File: config.mk
export PLATFORM = sky130hd
export DESIGN_NAME = branch_issue_sched
export DESIGN_NICKNAME = d
export VERILOG_FILES = /design/src/rtl/branch_issue_sched.sv
export SDC_FILE = /design/constraint.sdc
export NUM_CORES = 2
export LEC_CHECK = 0
export CAP_MARGIN = 10
export CORE_MARGIN = 3
export CORE_UTILIZATION = 44
export CTS_CLUSTER_SIZE = 10
export DETAILED_ROUTE_END_ITERATION = 10
export PLACE_DENSITY_LB_ADDON = 0.2
export SYNTH_ARGS = -nofsm -noshare
export SYNTH_HDL_FRONTEND = slang
export SYNTH_SLANG_ARGS = --single-unit
File: constraint.sdc
create_clock -name clk -period 3.3 [get_ports clk]
set_input_delay 0.33 -clock clk [delete_from_list [all_inputs] [get_ports clk]]
set_output_delay 0.33 -clock clk [all_outputs]
set_load 0.03 [all_outputs]
File: src/rtl/branch_issue_sched.sv
// Branch reservation queue: collapsing, oldest-first select, CDB wakeup/bypass,
// one issue per cycle to a combinational branch unit, registered resolution.
module branch_issue_sched #(
  parameter int DEPTH = 4,
  parameter int TAG_W = 5
) (
  input  logic             clk,
  input  logic             rst_n,
  input  logic             alloc_valid,
  output logic             alloc_ready,
  input  logic [TAG_W-1:0] alloc_rob_tag,
  input  logic [1:0]       alloc_br_type,
  input  logic [31:0]      alloc_pc,
  input  logic [31:0]      alloc_imm,
  input  logic             alloc_pred_taken,
  input  logic [31:0]      alloc_pred_target,
  input  logic             alloc_src1_rdy,
  input  logic [TAG_W-1:0] alloc_src1_tag,
  input  logic [31:0]      alloc_src1_val,
  input  logic             alloc_src2_rdy,
  input  logic [TAG_W-1:0] alloc_src2_tag,
  input  logic [31:0]      alloc_src2_val,
  input  logic             cdb_valid,
  input  logic [TAG_W-1:0] cdb_tag,
  input  logic [31:0]      cdb_data,
  output logic [1:0]       bu_br_type,
  output logic [31:0]      bu_src1,
  output logic [31:0]      bu_src2,
  output logic [31:0]      bu_pc,
  output logic [31:0]      bu_imm,
  output logic [31:0]      bu_pred_target,
  output logic             bu_pred_taken,
  input  logic             bu_mispredict,
  input  logic [31:0]      bu_redirect_pc,
  output logic             res_valid,
  output logic [TAG_W-1:0] res_rob_tag,
  output logic             res_mispredict,
  output logic [31:0]      res_redirect_pc,
  input  logic             flush
);

  typedef struct packed {
    logic [TAG_W-1:0] rob_tag;
    logic [1:0]       br_type;
    logic [31:0]      pc;
    logic [31:0]      imm;
    logic             pred_taken;
    logic [31:0]      pred_target;
    logic             s1_rdy;
    logic [TAG_W-1:0] s1_tag;
    logic [31:0]      s1_val;
    logic             s2_rdy;
    logic [TAG_W-1:0] s2_tag;
    logic [31:0]      s2_val;
  } entry_t;

  entry_t           ent_q [DEPTH];
  entry_t           ent_d [DEPTH];
  entry_t           ent_w [DEPTH];
  logic [DEPTH-1:0] vld_q, vld_d;
  logic             res_valid_q, res_valid_d;
  logic [TAG_W-1:0] res_rob_tag_q, res_rob_tag_d;
  logic             res_mispredict_q, res_mispredict_d;
  logic [31:0]      res_redirect_pc_q, res_redirect_pc_d;

  entry_t           sel_ent, alloc_ent;
  logic [DEPTH-1:0] ge_sel;
  logic             sel_found, sel_valid, kill, alloc_fire, placed;

  // Select reads only registered ready bits, so a wakeup becomes visible next cycle.
  always_comb begin
    sel_found = 1'b0;
    sel_ent   = '0;
    ge_sel    = '0;
    for (int unsigned i = 0; i < DEPTH; i++) begin
      if (!sel_found && vld_q[i] && ent_q[i].s1_rdy && ent_q[i].s2_rdy) begin
        sel_found = 1'b1;
        sel_ent   = ent_q[i];
      end
      ge_sel[i] = sel_found;
    end
  end

  assign sel_valid   = sel_found & ~flush;
  assign kill        = sel_valid & bu_mispredict;
  assign alloc_ready = rst_n & ~vld_q[DEPTH-1] & ~flush & ~kill;
  assign alloc_fire  = alloc_valid & alloc_ready;

  assign bu_br_type     = sel_valid ? sel_ent.br_type     : '0;
  assign bu_src1        = sel_valid ? sel_ent.s1_val      : '0;
  assign bu_src2        = sel_valid ? sel_ent.s2_val      : '0;
  assign bu_pc          = sel_valid ? sel_ent.pc          : '0;
  assign bu_imm         = sel_valid ? sel_ent.imm         : '0;
  assign bu_pred_target = sel_valid ? sel_ent.pred_target : '0;
  assign bu_pred_taken  = sel_valid & sel_ent.pred_taken;

  always_comb begin
    alloc_ent             = '0;
    alloc_ent.rob_tag     = alloc_rob_tag;
    alloc_ent.br_type     = alloc_br_type;
    alloc_ent.pc          = alloc_pc;
    alloc_ent.imm         = alloc_imm;
    alloc_ent.pred_taken  = alloc_pred_taken;
    alloc_ent.pred_target = alloc_pred_target;
    alloc_ent.s1_tag      = alloc_src1_tag;
    alloc_ent.s2_tag      = alloc_src2_tag;
    alloc_ent.s1_rdy      = alloc_src1_rdy | (cdb_valid & (cdb_tag == alloc_src1_tag));
    alloc_ent.s2_rdy      = alloc_src2_rdy | (cdb_valid & (cdb_tag == alloc_src2_tag));
    alloc_ent.s1_val      = alloc_src1_rdy ? alloc_src1_val : cdb_data;
    alloc_ent.s2_val      = alloc_src2_rdy ? alloc_src2_val : cdb_data;
  end

  always_comb begin
    for (int unsigned i = 0; i < DEPTH; i++) begin
      ent_w[i] = ent_q[i];
      if (cdb_valid && !ent_q[i].s1_rdy && ent_q[i].s1_tag == cdb_tag) begin
        ent_w[i].s1_rdy = 1'b1;
        ent_w[i].s1_val = cdb_data;
      end
      if (cdb_valid && !ent_q[i].s2_rdy && ent_q[i].s2_tag == cdb_tag) begin
        ent_w[i].s2_rdy = 1'b1;
        ent_w[i].s2_val = cdb_data;
      end
    end
  end

  // Removal first (kill truncates at the issuing slot, otherwise collapse above it),
  // then allocation lands in the first slot left free.
  always_comb begin
    vld_d             = vld_q;
    placed            = 1'b0;
    res_valid_d       = sel_valid;
    res_rob_tag_d     = sel_valid ? sel_ent.rob_tag : '0;
    res_mispredict_d  = kill;
    res_redirect_pc_d = sel_valid ? bu_redirect_pc : '0;
    for (int unsigned i = 0; i < DEPTH; i++) ent_d[i] = ent_w[i];
    if (kill) begin
      vld_d = vld_q & ~ge_sel;
    end else if (sel_valid) begin
      for (int unsigned i = 0; i < DEPTH - 1; i++) begin
        if (ge_sel[i]) begin
          ent_d[i] = ent_w[i+1];
          vld_d[i] = vld_q[i+1];
        end
      end
      vld_d[DEPTH-1] = 1'b0;
    end
    for (int unsigned i = 0; i < DEPTH; i++) begin
      if (alloc_fire && !placed && !vld_d[i]) begin
        ent_d[i] = alloc_ent;
        vld_d[i] = 1'b1;
        placed   = 1'b1;
      end
    end
    if (flush) begin
      vld_d             = '0;
      res_valid_d       = 1'b0;
      res_rob_tag_d     = '0;
      res_mispredict_d  = 1'b0;
      res_redirect_pc_d = '0;
    end
  end

  always_ff @(posedge clk or negedge rst_n) begin
    if (!rst_n) begin
      vld_q             <= '0;
      res_valid_q       <= 1'b0;
      res_rob_tag_q     <= '0;
      res_mispredict_q  <= 1'b0;
      res_redirect_pc_q <= '0;
      for (int unsigned i = 0; i < DEPTH; i++) ent_q[i] <= '0;
    end else begin
      vld_q             <= vld_d;
      res_valid_q       <= res_valid_d;
      res_rob_tag_q     <= res_rob_tag_d;
      res_mispredict_q  <= res_mispredict_d;
      res_redirect_pc_q <= res_redirect_pc_d;
      for (int unsigned i = 0; i < DEPTH; i++) ent_q[i] <= ent_d[i];
    end
  end

  assign res_valid       = res_valid_q;
  assign res_rob_tag     = res_rob_tag_q;
  assign res_mispredict  = res_mispredict_q;
  assign res_redirect_pc = res_redirect_pc_q;

endmodule
[After elaboration in Yosys (flattened, before gate mapping)]
Cells that the tools add are included.
Storage, ports and cells
  word-level logic and storage cells: 203
  output and inout bits: 203
  bits of input ports: 255
  register bits: 763
Cells by class
  reductions and logical operators: 61
  bitwise logic cells: 16
  muxes and demuxes: 60
  equal/unequal tests: 13
Operators with widths (count)
  $mux W180: 10
  $mux W540: 2
  $mux W32: 17
  $mux W76: 1
  $eq A5 B5 Y1: 10
  $logic_and A1 B1 Y1: 34
  $mux W1: 24
  $logic_not A1 Y1: 18
  $mux W4: 3
  $reduce_bool A2 Y1: 6
  $mux W5: 2
  $and A1 B1 Y1: 9
  $reduce_and A3 Y1: 3
  $ne A2 B1 Y1 const B: 3
  $and A4 B4 Y4: 1
  $not A4 Y4: 1
  $not A1 Y1: 3
  $mux W2: 1
  $or A1 B1 Y1: 2

[Logic depth before layout (Yosys ltp)]
  word-level depth: 38
  depth in mapped cells: 11
  depth with buffers taken out: 6

[Least setup slack after synthesis]
No wires, ideal clock.
  kind: flip-flop to output port
  from: reg, netlist name ent_q[397]
  to: out bu_pred_target[15]
  path slack: 568 ps
  path buffers: 3
  data required time: 2970 ps
  data arrival time: 2402 ps
  cell stages (with the launch flop): 9
  cells stage by stage: dfrtp_1 > and3_1 > buf_1 > nor2_1 > clkbuf_1 > buf_1 > a221o_1 > o21ai_0 > a21oi_1
Between the ends
  cells in the longest elaborated chain, start to end: 14
  elaborated cells on any way between the ends: 17
  those cells by class: mux: 7; bitwise: 1; reduce/logical: 9
RTL lines
  $logic_and A1 B1 Y1 (*): line 76  | if (!sel_found && vld_q[i] && ent_q[i].s1_rdy && ent_q[i].s2_rdy) begin
  $mux W1: line 76
  $logic_not A1 Y1: line 76
  $logic_and A1 B1 Y1 (3 in series): line 76
  $mux W1: line 76
  $logic_not A1 Y1: line 76
  $logic_and A1 B1 Y1 (3 in series): line 76
  $mux W1: line 76
  $and A1 B1 Y1: line 84  | assign sel_valid = sel_found & ~flush;
  $mux W32 (*): line 94  | assign bu_pred_target = sel_valid ? sel_ent.pred_target : '0;
  to (decl): line 31  | output logic [31:0] bu_pred_target,
Every way passes the cells marked *; elsewhere a longest branch is shown, timed or not.

[Worst setup path after layout]
  from: reg, netlist name ent_q[397]
  to: out bu_src1[9]
Between the ends
  cells in the longest elaborated chain, start to end: 14
  elaborated cells on any way between the ends: 17
  those cells by class: mux: 7; bitwise: 1; reduce/logical: 9
RTL lines
  $logic_and A1 B1 Y1 (*): line 76
  $mux W1: line 76
  $logic_not A1 Y1: line 76
  $logic_and A1 B1 Y1 (3 in series): line 76
  $mux W1: line 76
  $logic_not A1 Y1: line 76
  $logic_and A1 B1 Y1 (3 in series): line 76
  $mux W1: line 76
  $and A1 B1 Y1: line 84
  $mux W32 (*): line 90  | assign bu_src1 = sel_valid ? sel_ent.s1_val : '0;
  to (decl): line 27  | output logic [31:0] bu_src1,
Marked as above.

==> metrics.txt <==
root buffer cell clkbuf_16; synthesized net count 4391; metal2 WL 69600 um; HP Class input port to async pin; Slew headroom 31.0%; TritonRoute pass-1 iters 7; vias in the first global route 37300; insertion delay to the later sink of the worst-skew pair 0.66 ns; DRC viols 0; maximum vdd drop 0.362 mV; Clock Sinks 763; # rows 110; Yosys warning count 0; Synth Cell Area 40100 um^2; Post-synth EDFFs 0; Yosys cell types 58; setup slack, reg-to-reg 0.11 ns; WL met3 16400 um; Worst-path clk slew 0.06 ns; fin cells 5628; area grow syn2layout 23.8%; initial antenna violation count 11; CP Max Fanout 65; Die Ht 308 um; Final min period 3.29 ns; Mean Syn Cell Area 9.69 um^2; Max Slew Vio Count 0; most common cell after layout, fill and taps aside dfrtp_1; Max Cap Viol 0; RSZ-0062 raised after global routing false; uppermost layer routed met5; Setup crit end kind output port; commonest cells after routing, fill and taps aside dfrtp_1 (759), nand2_1 (438), o21ai_0 (359); vias per cell 6.63; post-synthesis sequential area ratio 47.7%; DP HPWL 84300 um; FF+latch count, synth 763; grt ovf 0; vias 37300; Placed Cells 5464; nets 4656; CTS tree built; Final Hold Vio Count 0; core area 90100 um^2; Setup TNS Final 0 ns; Fmax 304 MHz; die area 94700 um^2; Initial Util 44.4%; Buffers on Ports 457; largest net degree at the start of global routing 163; fraction of layout cells with a size suffix above 1 15.3%; Most used DFF post-synth dfrtp_1; status finished, final reports clean; Finish-stage setup viols 0; CP Class flip-flop to output port; Inserted Clock Buffers 92; Req. time, crit path 2.97 ns; met1 wire length 62600 um; ratio of final minimum period to clock period 99.6%; Routed WL per cell 27.7 um; drt total wl 156000 um; Crit path arrival time 2.96 ns; Die Wd 308 um; I/O pins 458; first-pass GRT wire length 233000 um; Pwr Density 533 nW/um^2; DRT iter0 DRCs 4342; Worst-Margin Slew 1.04 ns; routability cong. 0.837; Routed Antenna Nets 0; CTS H-tree lvls 3; CTS max path bufs 3; gr usage total 31.9%; clock skew 0.0187 ns; Lkg Pwr 20.8 nW; post-synthesis cell count 4136; ys async rst share 100%; crit path launch type flip-flop
where the power goes:
group	internal [mW]	switching, mW
Sequential	11.3	1.44
Combinational	2.30	1.96
Clock	5.45	4.01
per-layer routing:
| layer | vias to the layer above | global-route usage (%) |
|---|---|---|
| met3 | 444 | 6.39 |
| li1 | 16000 | - |
| met1 | 18500 | 44.0 |
| met2 | 2349 | 48.8 |
| met4 | 6 | 14.4 |
| met5 | - | 0 |
worst max-delay path: stages, from the launching register on:
cell	delay, ns
dfrtp_2	0.45
and3_4	0.26
or4_4	0.67
buf_12	0.27
a21oi_1	0.33
buf_4	0.22
Yosys cell counts, types with 3 or more instances:
cell      count  area, um^2
a221o_1     282        2820
nor4b_1       3        26.3
and2_1       36         225
nand2_1     438        1640
or3_1        67         419
buf_1        18        67.6
a221oi_1     54         473
clkbuf_1    347        1300
o21ai_1       6        30.0
o221ai_1     32         280
dfrtp_1     763       19100
a221oi_2     10         150
and3_1      117         732
xor2_1       18         158
nand2b_1     36         225
o22a_1       32         280
nor4_1        3        18.8
a21oi_1     350        1750
inv_1        38         143
xnor2_1      32         280
mux2_2      117        1320
buf_4         8        60.1
nor3b_1       3        22.5
o221a_2      62         698
nor2b_1       4        25.0
o22ai_1     128         801
nand3_1       6        30.0
nor3_1       69         345
buf_2        86         430
mux2i_1     227        2270
nor2_1      180         676
o21ai_0     361        1810
nand4_1       8        50.1
o31ai_1      64         480
a31oi_1     105         657
layout make-up:
type / count / area, um^2
fillers: 7888 / 40500
multi-input cells: 2877 / 19300
flip-flops and latches: 763 / 19100
repair buffers: 628 / 6840
clock buffers: 128 / 2580
well taps: 1176 / 1470
inverters: 39 / 146
clock inverters: 9 / 111
diodes: 8 / 20.0
metrics by stage:
stage                     hold slack (ns)  instance area (um^2)  total power [mW]  worst slack [ns]  utilization (%)
final                               0.101                 49600              26.4            0.0117             55.0
after global routing               0.0936                 49600              27.6          0.000772             55.0
after CTS                          0.0701                 49500              26.5          -0.00191             54.9
after detailed placement            0.180                 46400              17.0             0.172             51.5
after global placement              0.176                 46400              16.8             0.207             51.5
after floorplan                    0.0344                 40100              15.3             0.568                -
sequential cells by signal, summed over array words and instances (netlist names):
register / cells
ent_q: 720
vld_q: 4
res_rob_tag: 5
res_redirect_pc: 32
res_valid: 1
res_mispredict: 1
path summary, 6_finish.rpt:
kind                                       endpoint               start  cells past startpoint
worst max-delay path                     bu_src1[9]          ent_q[397]                      5
worst min-delay path                     ent_q[668]               rst_n                      2
worst max register to register           ent_q[674]          ent_q[615]                      8
worst min register to register           ent_q[693]          ent_q[693]                      1
max in group asynchronous                ent_q[397]               rst_n                      4
min in group clk                res_redirect_pc[17]  bu_redirect_pc[17]                      2
cell families after synthesis:
| logic type | after synthesis | synth area share, % |
|---|---|---|
| simple gates | 979 | 11.3 |
| mux | 345 | 8.99 |
| buf+inv | 498 | 5.01 |
| compound gates | 1501 | 26.0 |
| xor+xnor | 50 | 1.09 |
| flops | 763 | 47.7 |
what timing repair did:
item	CTS	global route
gates resized for setup	55	19
cloned	8	2
endpoints found under the hold margin	10	0
hold buffers	1	0
pin swaps	3	3
endpoints found under the setup margin	140	60
setup buffers	7	1
(Power assumes the default switching activity.)
